File: src/rtl/iob_cfg_loader.sv
// Shadow config store for a chain of I/O blocks plus the sequencer that shifts the
// image out serially (SEN/SDO) and then pulses UPDATE so all blocks switch together.
module iob_cfg_loader #(
    parameter int NUM_IOB = 16,
    parameter int CFG_W   = 3,
    localparam int AW     = ($clog2(NUM_IOB) > 1) ? $clog2(NUM_IOB) : 1
) (
    input  logic             IOCLK,
    input  logic             RSTN,
    input  logic             CFG_WE,
    input  logic [AW-1:0]    CFG_ADDR,
    input  logic [CFG_W-1:0] CFG_DATA,
    output logic [CFG_W-1:0] CFG_RDATA,
    input  logic             START,
    output logic             BUSY,
    output logic             DONE,
    output logic             WR_ERR,
    output logic             SEN,
    output logic             SDO,
    output logic             UPDATE
);

    localparam int L  = NUM_IOB * CFG_W;
    localparam int CW = ($clog2(L) > 0) ? $clog2(L) : 1;

    typedef enum logic [1:0] {IDLE, SHIFT, UPDT} state_t;

    state_t           state_q, state_d;
    logic [CFG_W-1:0] shadow_q [NUM_IOB];
    logic [CFG_W-1:0] shadow_d [NUM_IOB];
    logic [L-1:0]     sreg_q, sreg_d;
    logic [CW-1:0]    cnt_q, cnt_d;
    logic             busy_q, busy_d;
    logic             done_q, done_d;
    logic             wr_err_q, wr_err_d;
    logic             sen_q, sen_d;
    logic             sdo_q, sdo_d;
    logic             update_q, update_d;

    logic [L-1:0]     snap;
    logic             addr_ok;
    logic             we_ok;

    // Bit 0 of the snapshot leaves first: highest block, MSB first within a block.
    always_comb begin
        snap = '0;
        for (int b = 0; b < NUM_IOB; b++) begin
            for (int j = 0; j < CFG_W; j++) begin
                snap[(NUM_IOB-1-b)*CFG_W + (CFG_W-1-j)] = shadow_q[b][j];
            end
        end
    end

    always_comb begin
        addr_ok   = (int'(CFG_ADDR) < NUM_IOB);
        CFG_RDATA = addr_ok ? shadow_q[CFG_ADDR] : '0;
        we_ok     = CFG_WE && (state_q == IDLE) && addr_ok;
    end

    always_comb begin
        state_d  = state_q;
        shadow_d = shadow_q;
        sreg_d   = sreg_q;
        cnt_d    = cnt_q;
        busy_d   = busy_q;
        done_d   = 1'b0;
        wr_err_d = wr_err_q;
        sen_d    = sen_q;
        sdo_d    = sdo_q;
        update_d = 1'b0;

        if (we_ok) begin
            shadow_d[CFG_ADDR] = CFG_DATA;
        end

        case (state_q)
            IDLE: begin
                if (START) begin
                    state_d  = SHIFT;
                    sreg_d   = snap >> 1;
                    sdo_d    = snap[0];
                    sen_d    = 1'b1;
                    busy_d   = 1'b1;
                    cnt_d    = '0;
                    wr_err_d = 1'b0;
                end
            end
            SHIFT: begin
                if (cnt_q == CW'(L-1)) begin
                    state_d  = UPDT;
                    sen_d    = 1'b0;
                    sdo_d    = 1'b0;
                    update_d = 1'b1;
                end else begin
                    cnt_d  = cnt_q + 1'b1;
                    sdo_d  = sreg_q[0];
                    sreg_d = sreg_q >> 1;
                end
            end
            UPDT: begin
                state_d = IDLE;
                busy_d  = 1'b0;
                done_d  = 1'b1;
            end
            default: state_d = IDLE;
        endcase

        // A rejected write in the same cycle as START still leaves the error flagged.
        if (CFG_WE && !we_ok) begin
            wr_err_d = 1'b1;
        end
    end

    always_ff @(posedge IOCLK) begin
        if (!RSTN) begin
            state_q  <= IDLE;
            shadow_q <= '{default: '0};
            sreg_q   <= '0;
            cnt_q    <= '0;
            busy_q   <= 1'b0;
            done_q   <= 1'b0;
            wr_err_q <= 1'b0;
            sen_q    <= 1'b0;
            sdo_q    <= 1'b0;
            update_q <= 1'b0;
        end else begin
            state_q  <= state_d;
            shadow_q <= shadow_d;
            sreg_q   <= sreg_d;
            cnt_q    <= cnt_d;
            busy_q   <= busy_d;
            done_q   <= done_d;
            wr_err_q <= wr_err_d;
            sen_q    <= sen_d;
            sdo_q    <= sdo_d;
            update_q <= update_d;
        end
    end

    assign BUSY   = busy_q;
    assign DONE   = done_q;
    assign WR_ERR = wr_err_q;
    assign SEN    = sen_q;
    assign SDO    = sdo_q;
    assign UPDATE = update_q;

endmodule

File: config.mk
export PLATFORM = sky130hd
export DESIGN_NAME = iob_cfg_loader
export DESIGN_NICKNAME = d
export VERILOG_FILES = /design/src/rtl/iob_cfg_loader.sv
export SDC_FILE = /design/constraint.sdc
export NUM_CORES = 1
export LEC_CHECK = 0
export ABC_AREA = 0
export BUFFER_PORTS_ARGS = -buffer_cell sky130_fd_sc_hd__buf_2
export CORE_MARGIN = 3
export CORE_UTILIZATION = 65
export CTS_BUF_LIST = sky130_fd_sc_hd__clkbuf_16
export CTS_CLUSTER_SIZE = 30
export DETAILED_ROUTE_END_ITERATION = 6
export PLACE_DENSITY = 0.82
export SYNTH_ARGS = -nofsm -noshare
export SYNTH_HDL_FRONTEND = slang
export SYNTH_SLANG_ARGS = --single-unit
export TNS_END_PERCENT = 50
File: constraint.sdc
create_clock -name IOCLK -period 2.6 [get_ports IOCLK]
set_input_delay 0.26 -clock IOCLK [delete_from_list [all_inputs] [get_ports IOCLK]]
set_output_delay 0.26 -clock IOCLK [all_outputs]
set_load 0.03 [all_outputs]
Word-level counts from Yosys, hierarchy flattened
Cells that the tools add are included.
{"block": "word_totals", "reg_bits": 110, "latchBits": 0, "ramBits": 0, "rom_bits": 0, "word_cells": 78, "memories": 0}
{"block": "op_classes", "add_sub_neg": 1, "multipliers": 0, "div": 0, "n_lt_le_gt_ge": 2, "n_eq_ne": 6, "shift": 0, "n_mux": 27, "bitwise_logic": 1, "reduce_logical": 16}
{"operator": "48-bit 2-to-1 mux", "n": 2}
{"operator": "48-bit one-hot mux with 2 select lines", "n": 1}
{"operator": "48-bit bitwise mux", "n": 1}
{"operator": "3-bit binary-select mux with 4-bit select", "n": 1}
{"operator": "3-bit demux with 4-bit select", "n": 1}
{"operator": "6-bit 2-to-1 mux", "n": 2}
{"operator": "6-bit one-hot mux with 2 select lines", "n": 1}
{"operator": "2-bit AND reduction", "n": 5}
{"operator": "1-bit 2-to-1 mux", "n": 9}
{"operator": "3-bit 2-to-1 mux", "n": 3}
{"operator": "2-bit nonzero test", "n": 4}
{"operator": "6-bit by 1-bit adder with 6-bit output, second input constant", "n": 1}
{"operator": "6-bit == test, second input constant", "n": 1}
{"operator": "2-bit inequality test, second input constant", "n": 3}
{"operator": "1-bit one-hot mux with 2 select lines", "n": 3}
{"operator": "3-bit AND reduction", "n": 2}
{"operator": "5-bit >= comparator, second input constant", "n": 1}
{"operator": "5-bit by 1-bit less-than comparator with 1-bit output, second input constant", "n": 1}
{"operator": "4-bit inverter with 5-bit output", "n": 1}
{"operator": "2-bit 2-to-1 mux", "n": 2}
{"operator": "2-bit one-hot mux with 2 select lines", "n": 1}
{"operator": "1-bit logical AND", "n": 3}
{"operator": "2-bit by 1-bit == test with 1-bit output, second input constant", "n": 1}
{"operator": "2-bit == test, second input constant", "n": 1}
{"operator": "other kinds (2)", "n": 2}

Logic depth before layout (Yosys ltp)
Gate-level depths: netlist (run 1).
{"block": "depth", "word_depth": 6, "mapped_depth": 7}

Least setup slack after synthesis (run 1)
OpenSTA, ideal clock, no wires.
{"block": "synth_path", "path_kind": "input port to output port", "startpoint": "in CFG_ADDR[1]", "endpoint": "out CFG_RDATA[0]", "t_arrival_ps": 1478, "setup_slack_ps": 862, "cell_stages": 5, "path_buffers": 2, "path_cell_list": "buf_2 > clkbuf_1 > mux4_2 > a22oi_1 > nand3_1"}
{"block": "synth_via", "elab_chain_cells": 4}
{"item": "start, declared", "line_no": "11", "rtl": "input logic [AW-1:0] CFG_ADDR,"}
{"item": "4-bit inverter with 5-bit output (implied by the code)", "line_no": "56", "rtl": "CFG_RDATA = addr_ok ? shadow_q[CFG_ADDR] : '0;"}
{"item": "3-bit binary-select mux with 4-bit select", "line_no": "56"}
{"item": "3-bit 2-to-1 mux (implied by the code) (2 in a row)", "line_no": "56"}
{"item": "end, declared", "line_no": "13", "rtl": "output logic [CFG_W-1:0] CFG_RDATA,"}
Every way passes these cells. The select of a mux whose other input is x is not followed.

Worst setup path in the final report (run 1)
{"block": "layout_path", "startpoint": "reg cnt_q[0]", "endpoint": "reg sreg_q[30]"}
{"block": "layout_via", "elab_chain_cells": 3}
{"item": "start, declared", "line_no": "32", "rtl": "logic [CW-1:0] cnt_q, cnt_d;"}
{"item": "start signal, assigned", "line_no": "130", "rtl": "cnt_q <= cnt_d;"}
{"item": "6-bit == test", "line_no": "89", "rtl": "if (cnt_q == CW'(L-1)) begin"}
{"item": "2-bit inequality test (no source line)"}
{"item": "3-bit AND reduction (no source line)"}
{"item": "end signal, assigned", "line_no": "129", "rtl": "sreg_q <= sreg_d;"}
{"item": "end, declared", "line_no": "31", "rtl": "logic [L-1:0] sreg_q, sreg_d;"}
Every way passes these cells.
A chain may end at the register's enable or synchronous reset.

==> reports/qor.tcl, run 1 <==
set qor(cts_max_level) 3
set qor(yosysWarnings) 0
set qor(cts_post_setup_buffers_inserted) 0
set qor(drtPass1Iterations) 5
set qor(die_width_um) 91.3
set qor(clkLatencyLatePin_ns) 0.34
set qor(synth.avg_cell_area_um2) 8.64
set qor(finalWirelength_mm) 10.9
set qor(timing.max_cap.violations) 0
set qor(post_cts_resize_count) 0
set qor(hp-class) {in2reg}
set qor(layout_worst_path_cycle_share) 0.838
set qor(power.ir.vdd_worst_uv) 471
set qor(run_status) {finished, final reports clean}
set qor(setup_viol) 0
set qor(drcViolationCount) 0
set qor(grt_setup_unrepaired) {false}
set qor(globalRoute.totalOverflow) 0
set qor(synth_top_flop_cell) {sky130_fd_sc_hd__dfxtp_1}
set qor(power.share.switching) 0.254
set qor(portBuffers) 19
set qor(synthesis.instances) 547
set qor(power_density_nw_per_um2) 650
set qor(p_comb_frac) 0.087
set qor(routedWlPerCell_um) 17.1
set qor(total_clock_sinks) 109
set qor(grt_pass1_vias) 3794
set qor(setup.worst_path.start_class) {flip-flop}
set qor(finalClockSkew_ns) 0.00412
set qor(asyncSetResetFlopFracSynth) 0
set qor(layout-drive-gt1-share) 0.113
set qor(critical_path_class) {reg2reg}
set qor(final.setup.tns_ns) 0
set qor(p_clk_frac) 0.378
set qor(seq_power_share) 0.534
set qor(cts_root_buf) {sky130_fd_sc_hd__clkbuf_16}
set qor(ff2ff_setup_slack_ns) 0.42
set qor(power.net_switching_uw) 838
set qor(seq_area_frac_synth) 0.462
set qor(arrival_ns) 2.39
set qor(grt_max_degree) 95
set qor(start_util) 0.684
set qor(p_int_mw) 2.46
set qor(synthToLayoutAreaGrowth_pct) 7.41
set qor(grt_use_total) 0.272
set qor(fp.coreArea_um2) 6910
set qor(synth_seq_cells) 109
set qor(avgViaCountPerCell) 6.39
set qor(path_max_fanout) 94
set qor(num_vias) 4078
set qor(antenna_found_initial) 0
set qor(design.portCount) 20
set qor(cts.reportedPaths.clkPinSlew_ns) 0.07
set qor(min_period_ns) 2.18
set qor(synth_enable_flop_cells) 0
set qor(layout.core_utilization) 0.735
set qor(clk_path_buf_depth) 2
set qor(antenna-diode-count) 0
set qor(count_of_fill_cells_added_during_filler_insertion) 538
set qor(place.gp.congestion) 0.844
set qor(layout.nets) 549
set qor(worstMarginPinSlew_ns) 0.604
set qor(final_max_slew_viol_count) 0
set qor(finalHoldViolations) 0
set qor(floorplan.rows) 30
set qor(holdBufCountCts) 0
set qor(dpl_cell_area_um2) 4810
set qor(static-leakage-power_nw) 1.73
set qor(grt_pass1_wl_mm) 18.3
set qor(initialDrtViolationCount) 361
set qor(worst_ep_required_time_ns) 2.81
set qor(post-route-cell-area_um2) 5080
set qor(dieArea_um2) 8330
set qor(tritoncts_buffers) 9
set qor(synthesis.area_um2) 4730
set qor(fmaxAchievable_mhz) 459
set qor(total_power_mw) 3.30
set qor(dpl.hpwl_mm) 7.01
set qor(synth_nets) 559
set qor(tritoncts_clock_tree) {built}
set qor(final_antenna_violating_net_count) 0
set qor(die-height_um) 91.3
set qor(cp-end-kind) {flip-flop}
set qor(netlist-cell-type-count) 41
set qor(slew-limit-headroom) 0.597
## power groups by stage
stage	clock, mW	combinational (mW)	sequential [mW]
2_1_floorplan	0	0.221	1.80
3_3_place_gp	0	0.274	1.80
3_5_place_dp	0	0.286	1.80
4_1_cts	1.26	0.287	1.76
5_1_grt	1.33	0.318	1.77
6_report	1.25	0.288	1.76
## cell families after synthesis
group	after synthesis	synth area share
adders and majority gates	1	0.00265
buffers and inverters	49	0.0500
xor gates and xnor gates	1	0.00185
DFF	109	0.462
AOI/OAI and AO/OA	117	0.179
and+or+nand+nor	255	0.241
muxes	15	0.0635
## sequential cells by signal (all words and copies together), names as in the netlist, 2 cells and up
register / count
state_q: 2
sreg_q: 47
shadow_q: 48
cnt_q: 6
## per-layer routing
metal / share of wire / vias to the layer above / track usage
li1: - / 1945 / -
met1: 0.41 / 1914 / 0.355
met2: 0.49 / 188 / 0.445
met3: 0.070 / 31 / 0.0539
met4: 0.025 / 0 / 0.109
met5: 0 / - / 0
## cell usage in the layout (no fill, tap or decap), types with 2 or more instances in the layout
master,netlist,routed
sky130_fd_sc_hd__a211oi_1,2,2
sky130_fd_sc_hd__a21oi_1,4,4
sky130_fd_sc_hd__a22oi_1,3,3
sky130_fd_sc_hd__a311oi_1,41,41
sky130_fd_sc_hd__a311oi_2,5,5
sky130_fd_sc_hd__and2_1,2,2
sky130_fd_sc_hd__and3_1,7,7
sky130_fd_sc_hd__buf_12,0,3
sky130_fd_sc_hd__buf_2,9,19
sky130_fd_sc_hd__buf_4,9,3
sky130_fd_sc_hd__clkbuf_16,0,9
sky130_fd_sc_hd__clkinv_4,0,2
sky130_fd_sc_hd__clkinvlp_4,0,2
sky130_fd_sc_hd__dfxtp_1,109,109
sky130_fd_sc_hd__inv_1,2,4
sky130_fd_sc_hd__mux2i_1,3,3
sky130_fd_sc_hd__mux4_2,12,12
sky130_fd_sc_hd__nand2_1,115,115
sky130_fd_sc_hd__nand2b_1,2,2
sky130_fd_sc_hd__nand3_1,62,62
sky130_fd_sc_hd__nand3b_1,4,4
sky130_fd_sc_hd__nand4_1,2,2
sky130_fd_sc_hd__nand4b_1,2,2
sky130_fd_sc_hd__nor2_1,49,49
sky130_fd_sc_hd__nor2b_1,3,2
sky130_fd_sc_hd__nor3_1,3,3
sky130_fd_sc_hd__o21ai_0,54,54
## final cells by class
cell class                 count  area [um2]  share of cell area
tap                           96         120              0.0237
clock buffer                   9         225              0.0444
clock inverter                 7        45.0             0.00887
timing repair buffer          25         178              0.0350
sequential                   109        2180               0.430
inverter                       3        11.3             0.00222
multi-input combinational    389        2320               0.456
## cell usage after synthesis, types with 3 or more instances
cell | number | share of area
sky130_fd_sc_hd__a21oi_1 | 4 | 0.0042
sky130_fd_sc_hd__a22oi_1 | 3 | 0.0048
sky130_fd_sc_hd__a311oi_1 | 41 | 0.076
sky130_fd_sc_hd__a311oi_2 | 5 | 0.016
sky130_fd_sc_hd__and3_1 | 7 | 0.0093
sky130_fd_sc_hd__buf_2 | 9 | 0.0095
sky130_fd_sc_hd__buf_4 | 9 | 0.014
sky130_fd_sc_hd__clkbuf_1 | 25 | 0.020
sky130_fd_sc_hd__dfxtp_1 | 109 | 0.46
sky130_fd_sc_hd__mux2i_1 | 3 | 0.0064
sky130_fd_sc_hd__mux4_2 | 12 | 0.057
sky130_fd_sc_hd__nand2_1 | 115 | 0.091
sky130_fd_sc_hd__nand3_1 | 62 | 0.066
sky130_fd_sc_hd__nand3b_1 | 4 | 0.0064
sky130_fd_sc_hd__nor2_1 | 49 | 0.039
sky130_fd_sc_hd__nor2b_1 | 3 | 0.0040
sky130_fd_sc_hd__nor3_1 | 3 | 0.0032
sky130_fd_sc_hd__o21ai_0 | 54 | 0.057
## per-stage QoR
stage | hold WS, ns | setup WS, ns | cells
6_report | 0.221 | 0.422 | 638
5_1_grt | 0.222 | 0.361 | 638
4_1_cts | 0.211 | 0.504 | 638
3_5_place_dp | 0.464 | 0.546 | 622
3_3_place_gp | 0.451 | 0.610 | 622
2_1_floorplan | 0.390 | 0.862 | 547
## worst max-delay path: stages, from the launching register on
cell	delay, ns
sky130_fd_sc_hd__dfxtp_1	0.36
sky130_fd_sc_hd__ha_1	0.25
sky130_fd_sc_hd__and3_1	0.24
sky130_fd_sc_hd__a41oi_4	0.34
sky130_fd_sc_hd__buf_12	0.37
sky130_fd_sc_hd__nor2_1	0.07
sky130_fd_sc_hd__a311oi_1	0.36
## path summary, 6_finish.rpt
check	start	endpoint	cells after the start
setup / recovery	cnt_q[0]	sreg_q[30]	6
hold / removal	CFG_DATA[2]	shadow_q[17]	3
setup reg to reg	cnt_q[0]	sreg_q[30]	6
hold reg to reg	sreg_q[46]	sreg_q[46]	2
No activity file was read; power rests on OpenSTA's default activity.
==> run 2, diff against run 1 <==
- ABC_AREA: 0 -> 1
- CORE_UTILIZATION: 65 -> 61
- PLACE_DENSITY: 0.82 -> 0.78
- clock period: 2.6 -> 2.28 ns (I/O delays scaled with it)
==> run 2 against run 1 <==
Net effect: sequential share of layout area fell by 2.7 points; hold slack got worse by 0.029 ns; first-iteration DRC count shrank 20%; cell count rose by 36%; synthesized cell count up 40%; final area grew 6.8%; wire length up 4.0%; sequential power is 11% higher; combinational power up 15%; die area grew 13%; critical path depth is 1 higher; critical endpoint is now sreg_q[37].
==> reports/qor.tcl, run 2 <==
set qor(yosysWarnings) 0
set qor(final.setup.tns_ns) 0
set qor(post_cts_resize_count) 0
set qor(dpl.hpwl_mm) 7.41
set qor(post-synth-top-area-cell) {sky130_fd_sc_hd__dfxtp_1}
set qor(routed-wl-met2_mm) 5.36
set qor(synth_nets) 780
set qor(finalClockSkew_ns) 0.00449
set qor(tritoncts_buffers) 9
set qor(place_inst) 853
set qor(multi_input_area_um2) 2360
set qor(routedWlPerCell_um) 13.1
set qor(drtPass1Iterations) 5
set qor(detailedPlace.worstSlack_ns) 0.486
set qor(route.met3.wl_um) 554
set qor(grt_max_degree) 102
set qor(layout.nets) 774
set qor(layout.area.seq_um2) 2180
set qor(post-synth-top-count-cell) {sky130_fd_sc_hd__nand2_1}
set qor(ff2ff_setup_slack_ns) 0.50
set qor(avgViaCountPerCell) 5.39
set qor(num_vias) 4681
set qor(fmaxAchievable_mhz) 562
set qor(run_status) {finished, final reports clean}
set qor(asyncSetResetFlopFracSynth) 0
set qor(drcViolationCount) 0
set qor(cts.reportedPaths.clkPinSlew_ns) 0.07
set qor(die-height_um) 97.1
set qor(worst_ep_required_time_ns) 2.49
set qor(total_clock_sinks) 109
set qor(grt_use_total) 0.245
set qor(final-instance-count-excl-fill) 869
set qor(cp-end-kind) {flip-flop}
set qor(grt_pass1_vias) 4361
set qor(synth_top_flop_cell) {sky130_fd_sc_hd__dfxtp_1}
set qor(hp-class) {in2reg}
set qor(place.gp.congestion) 0.955
set qor(min-delay-start) {RSTN}
set qor(worst_hold_path_ep) {SDO}
set qor(setup.worst_path.start_class) {flip-flop}
set qor(synth_seq_cells) 109
set qor(setup_viol) 0
set qor(netlist-cell-type-count) 22
set qor(setup_ws_ns) 0.501
set qor(layout_worst_path_cycle_share) 0.780
set qor(clk_path_buf_depth) 2
set qor(synthesis.instances) 768
set qor(holdBufCountCts) 0
set qor(path_max_fanout) 46
set qor(initialDrtViolationCount) 290
set qor(final_antenna_violating_net_count) 0
set qor(slew-limit-headroom) 0.581
set qor(r2r_start) {cnt_q[0]}
set qor(die_width_um) 97.1
set qor(count_of_fill_cells_added_during_filler_insertion) 701
set qor(critical_path_class) {reg2reg}
set qor(layout-drive-gt1-share) 0.0665
set qor(cp_slowest_stage_delay_ns) 0.38
set qor(reg.largest.list) {shadow_q (48), sreg_q (47), cnt_q (6)}
set qor(globalRoute.totalOverflow) 0
set qor(cells_on_worst_reg2reg_path) 7
set qor(r2r-end) {sreg_q[37]}
set qor(cts_root_buf) {sky130_fd_sc_hd__clkbuf_16}
set qor(worstHoldPathCells) 3
set qor(synth.avg_cell_area_um2) 6.59
set qor(maxUsedRoutingLayer) {met4}
set qor(m1WireLength_mm) 5.31
set qor(grt_setup_unrepaired) {false}
set qor(arrival_ns) 1.99
set qor(timing.max_cap.violations) 0
set qor(largest_reg_flops) 48
set qor(synthTopCellsByCount) {202 x sky130_fd_sc_hd__nand2_1, 109 x sky130_fd_sc_hd__dfxtp_1, 103 x sky130_fd_sc_hd__nor2_1}
set qor(synthToLayoutAreaGrowth_pct) 7.22
set qor(grt_pass1_wl_mm) 19.4
set qor(antenna-diode-count) 0
set qor(synthTopCellsByArea) {sky130_fd_sc_hd__dfxtp_1 43%, sky130_fd_sc_hd__nand2_1 15%, sky130_fd_sc_hd__o21ai_0 9.3%}
set qor(max_flop_register) {shadow_q}
set qor(worstMarginPinSlew_ns) 0.628
set qor(cts_post_setup_buffers_inserted) 0
set qor(start_util) 0.641
set qor(cpMaxStageDelayCell) {sky130_fd_sc_hd__dfxtp_1}
set qor(clkLatencyLatePin_ns) 0.34
set qor(cts_max_level) 3
set qor(finalWirelength_mm) 11.4
set qor(final_max_slew_viol_count) 0
set qor(synth_enable_flop_cells) 0
set qor(most-common-layout-cells) {201 x sky130_fd_sc_hd__nand2_1, 109 x sky130_fd_sc_hd__dfxtp_1, 103 x sky130_fd_sc_hd__nor2_1, 94 x sky130_fd_sc_hd__o21ai_0, 80 x sky130_fd_sc_hd__inv_1}
set qor(design.portCount) 20
set qor(cp_cell_sequence) {ha_1 > nand3_2 > o21bai_4 > nand2_2 > buf_4 > nand3_1 > o21ai_1}
set qor(static-leakage-power_nw) 2.16
set qor(dieArea_um2) 9420
set qor(seq_area_frac_synth) 0.431
set qor(mostFrequentLayoutCell) {sky130_fd_sc_hd__nand2_1}
set qor(synthesis.area_um2) 5060
set qor(fp.coreArea_um2) 7890
set qor(min_period_ns) 1.78
set qor(synth_largest_type_area_fraction) 0.431
set qor(power.ir.vdd_worst_uv) 465
set qor(antenna_found_initial) 0
set qor(floorplan.rows) 32
set qor(tritoncts_clock_tree) {built}
set qor(power_density_nw_per_um2) 712
set qor(portBuffers) 19
set qor(finalHoldViolations) 0
## run 2: worst max path at each step
stage	slack [ns]	end	depth (start not counted)	startpoint
after floorplan	0.79	CFG_RDATA[1]	9	CFG_ADDR[0]
after global placement	0.53	shadow_q[34]	7	CFG_ADDR[0]
after detailed placement	0.49	shadow_q[44]	7	CFG_ADDR[1]
after CTS	0.49	CFG_RDATA[0]	9	CFG_ADDR[0]
after global routing	0.33	sreg_q[25]	7	cnt_q[0]
final	0.50	sreg_q[37]	7	cnt_q[0]
## run 2: area by class of cell
type	instances	share of cell area
Multi-Input combinational cell	536	0.435
Sequential cell	109	0.402
Inverter	81	0.0561
Clock buffer	9	0.0415
Timing Repair Buffer	25	0.0281
Tap cell	102	0.0235
Clock inverter	7	0.0134
## run 2: kinds of logic (layout without fill, tap and decap cells)
kind of cell / after synthesis / in the layout / synth area share
and+or+nand+nor: 381 / 381 / 0.308
adders and majority gates: 1 / 1 / 0.00247
AOI/OAI and AO/OA: 154 / 154 / 0.155
DFF: 109 / 109 / 0.431
buffers and inverters: 123 / 122 / 0.103
## run 2: critical path: cells and delay by family (launching register included)
family / cells / cell delay [ns]
buffers and inverters: 1 / 0.31
and+or+nand+nor: 3 / 0.39
DFF: 1 / 0.38
adders and majority gates: 1 / 0.24
AOI/OAI and AO/OA: 2 / 0.31
## run 2: metal layers
metal / track usage / vias to the layer above
li1: - / 2420
met1: 0.318 / 2126
met3: 0.0567 / 18
met5: 0 / -
met2: 0.409 / 117
met4: 0.0713 / 0
## run 2: power by group
group | internal [mW] | leakage [nW] | switching [mW] | total [mW]
combinational | 0.0789 | 1.14 | 0.252 | 0.331
sequential | 1.93 | 0.881 | 0.0199 | 1.95
clock | 0.859 | 0.144 | 0.720 | 1.58
## run 2: metrics by stage
step	util	power (mW)	hold WS [ns]	cell area [um2]
4_1_cts	0.688	3.88	0.184	5420
3_5_place_dp	0.650	2.32	0.449	5120
5_1_grt	0.688	4.01	0.200	5420
6_report	0.688	3.86	0.192	5420
3_3_place_gp	0.650	2.32	0.446	5120
2_1_floorplan	-	2.25	0.392	5060
==> run 3, diff against run 2 <==
- clock period: 2.28 -> 1.7 ns (I/O delays scaled with it)
==> run 3 against run 2 <==
Net effect: fmax increased by 12%; final area increased by 2.8%; first-iteration DRC count increased by 33%; non-clock buffer count increased by 13; cell count increased by 1.5%; count of clock-buffer cells in the layout unchanged; critical path type unchanged; largest power group unchanged.
==> reports/qor.tcl, run 3 (synthesis gave the netlist of run 2 again) <==
set qor(run_status) {finished, final reports clean}
set qor(grt_use_total) 0.257
set qor(path_max_fanout) 20
set qor(min-delay-start) {CFG_WE}
set qor(final_antenna_violating_net_count) 0
set qor(initialDrtViolationCount) 385
set qor(die_width_um) 97.1
set qor(hp-class) {in2reg}
set qor(power_density_nw_per_um2) 949
set qor(layout.area.seq_um2) 2180
set qor(clk_path_buf_depth) 2
set qor(dpl_cell_area_um2) 5250
set qor(min_period_ns) 1.59
set qor(r2r_start) {cnt_q[0]}
set qor(most-common-layout-cells) {201 x sky130_fd_sc_hd__nand2_1, 107 x sky130_fd_sc_hd__dfxtp_1, 102 x sky130_fd_sc_hd__nor2_1, 94 x sky130_fd_sc_hd__o21ai_0, 80 x sky130_fd_sc_hd__inv_1}
set qor(final_max_slew_viol_count) 0
set qor(layout_worst_path_cycle_share) 0.937
set qor(die-height_um) 97.1
set qor(final-instance-count-excl-fill) 882
set qor(num_vias) 4838
set qor(routedWlPerCell_um) 13.5
set qor(synthToLayoutAreaGrowth_pct) 10.2
set qor(grt_pass1_vias) 4539
set qor(drtPass1Iterations) 5
set qor(count_of_fill_cells_added_during_filler_insertion) 668
set qor(tritoncts_buffers) 9
set qor(final.setup.tns_ns) 0
set qor(slew-limit-headroom) 0.676
set qor(setup.worst_path.start_class) {flip-flop}
set qor(layout.nets) 787
set qor(finalClockSkew_ns) 0.00685
set qor(critical_path_class) {reg2reg}
set qor(cp-end-kind) {flip-flop}
set qor(clkLatencyLatePin_ns) 0.35
set qor(dieArea_um2) 9420
set qor(antenna-diode-count) 0
set qor(multi_input_area_um2) 2360
set qor(arrival_ns) 1.83
set qor(max_flop_register) {shadow_q}
set qor(total_clock_sinks) 109
set qor(post-route-cell-area_um2) 5570
set qor(setup_viol) 0
set qor(cts_root_buf) {sky130_fd_sc_hd__clkbuf_16}
set qor(worstMarginPinSlew_ns) 0.483
set qor(finalWirelength_mm) 11.9
set qor(dpl.hpwl_mm) 7.91
set qor(floorplan.rows) 32
set qor(mostFrequentLayoutCell) {sky130_fd_sc_hd__nand2_1}
set qor(design.portCount) 20
set qor(largest_reg_flops) 48
set qor(place_inst) 864
set qor(avgViaCountPerCell) 5.49
set qor(reg.largest.list) {shadow_q (48), sreg_q (47), cnt_q (6)}
set qor(portBuffers) 19
set qor(worst_ep_required_time_ns) 1.94
set qor(place.gp.congestion) 0.900
set qor(globalRoute.totalOverflow) 0
set qor(fp.coreArea_um2) 7890
set qor(static-leakage-power_nw) 2.23
set qor(grt_setup_unrepaired) {false}
set qor(drcViolationCount) 0
set qor(grt_max_degree) 95
set qor(cts.reportedPaths.clkPinSlew_ns) 0.08
set qor(fmaxAchievable_mhz) 628
set qor(tritoncts_clock_tree) {built}
set qor(antenna_found_initial) 0
set qor(cts_max_level) 3
set qor(grt_pass1_wl_mm) 20.5
set qor(layout-drive-gt1-share) 0.0885
set qor(crit_path_start) {cnt_q[0]}
set qor(timing.max_cap.violations) 0
set qor(power.ir.vdd_worst_uv) 683
set qor(total_power_mw) 5.29
set qor(start_util) 0.641
set qor(finalHoldViolations) 0
## run 3: area by class of cell
class | count | share of cell area
clock inverters | 7 | 0.0146
flip-flops and latches | 109 | 0.392
well taps | 102 | 0.0229
clock buffers | 9 | 0.0404
inverters | 81 | 0.0545
repair buffers | 38 | 0.0516
multi-input cells | 536 | 0.424
## run 3: metal layers
metal / track usage / routed length, um / vias to the layer above
li1: - / - / 2453
met1: 0.338 / 5400 / 2213
met2: 0.423 / 5570 / 148
met3: 0.0424 / 701 / 24
met4: 0.0961 / 197 / 0
met5: 0 / 0 / -
## run 3: path summary, 6_finish.rpt
kind | to | slack, ns | cells after the start
setup / recovery | sreg_q[17] | 0.11 | 7
hold / removal | WR_ERR | 0.19 | 3
setup reg to reg | sreg_q[17] | 0.11 | 7
hold reg to reg | sreg_q[43] | 0.46 | 2
## run 3: what timing repair did
action,CTS,global route
hold buffers,0,0
buffers inserted,0,2
setup endpoints to repair,0,18
gates resized for setup,0,4
## run 3: worst max-delay path: stages, from the launching register on
cell and delay (ns):
sky130_fd_sc_hd__dfxtp_2 0.36, sky130_fd_sc_hd__ha_2 0.21, sky130_fd_sc_hd__nand3_2 0.13, sky130_fd_sc_hd__o21bai_4 0.27, sky130_fd_sc_hd__nand2_2 0.11, sky130_fd_sc_hd__buf_4 0.23, sky130_fd_sc_hd__nand3_1 0.09, sky130_fd_sc_hd__o21ai_1 0.07
## run 3: metrics by stage
stage	setup slack [ns]	utilization	hold slack (ns)
finish	0.106	0.707	0.188
global route	0.00771	0.707	0.220
CTS	0.0770	0.704	0.188
detailed placement	0.0885	0.665	0.450
global placement	0.182	0.665	0.445
floorplan	0.319	-	0.334
## run 3: power breakdown
part	total (mW)	switching, mW	internal [mW]
logic	0.496	0.351	0.145
clock network	2.18	1.01	1.16
registers	2.62	0.0265	2.59
total	5.29	1.39	3.90
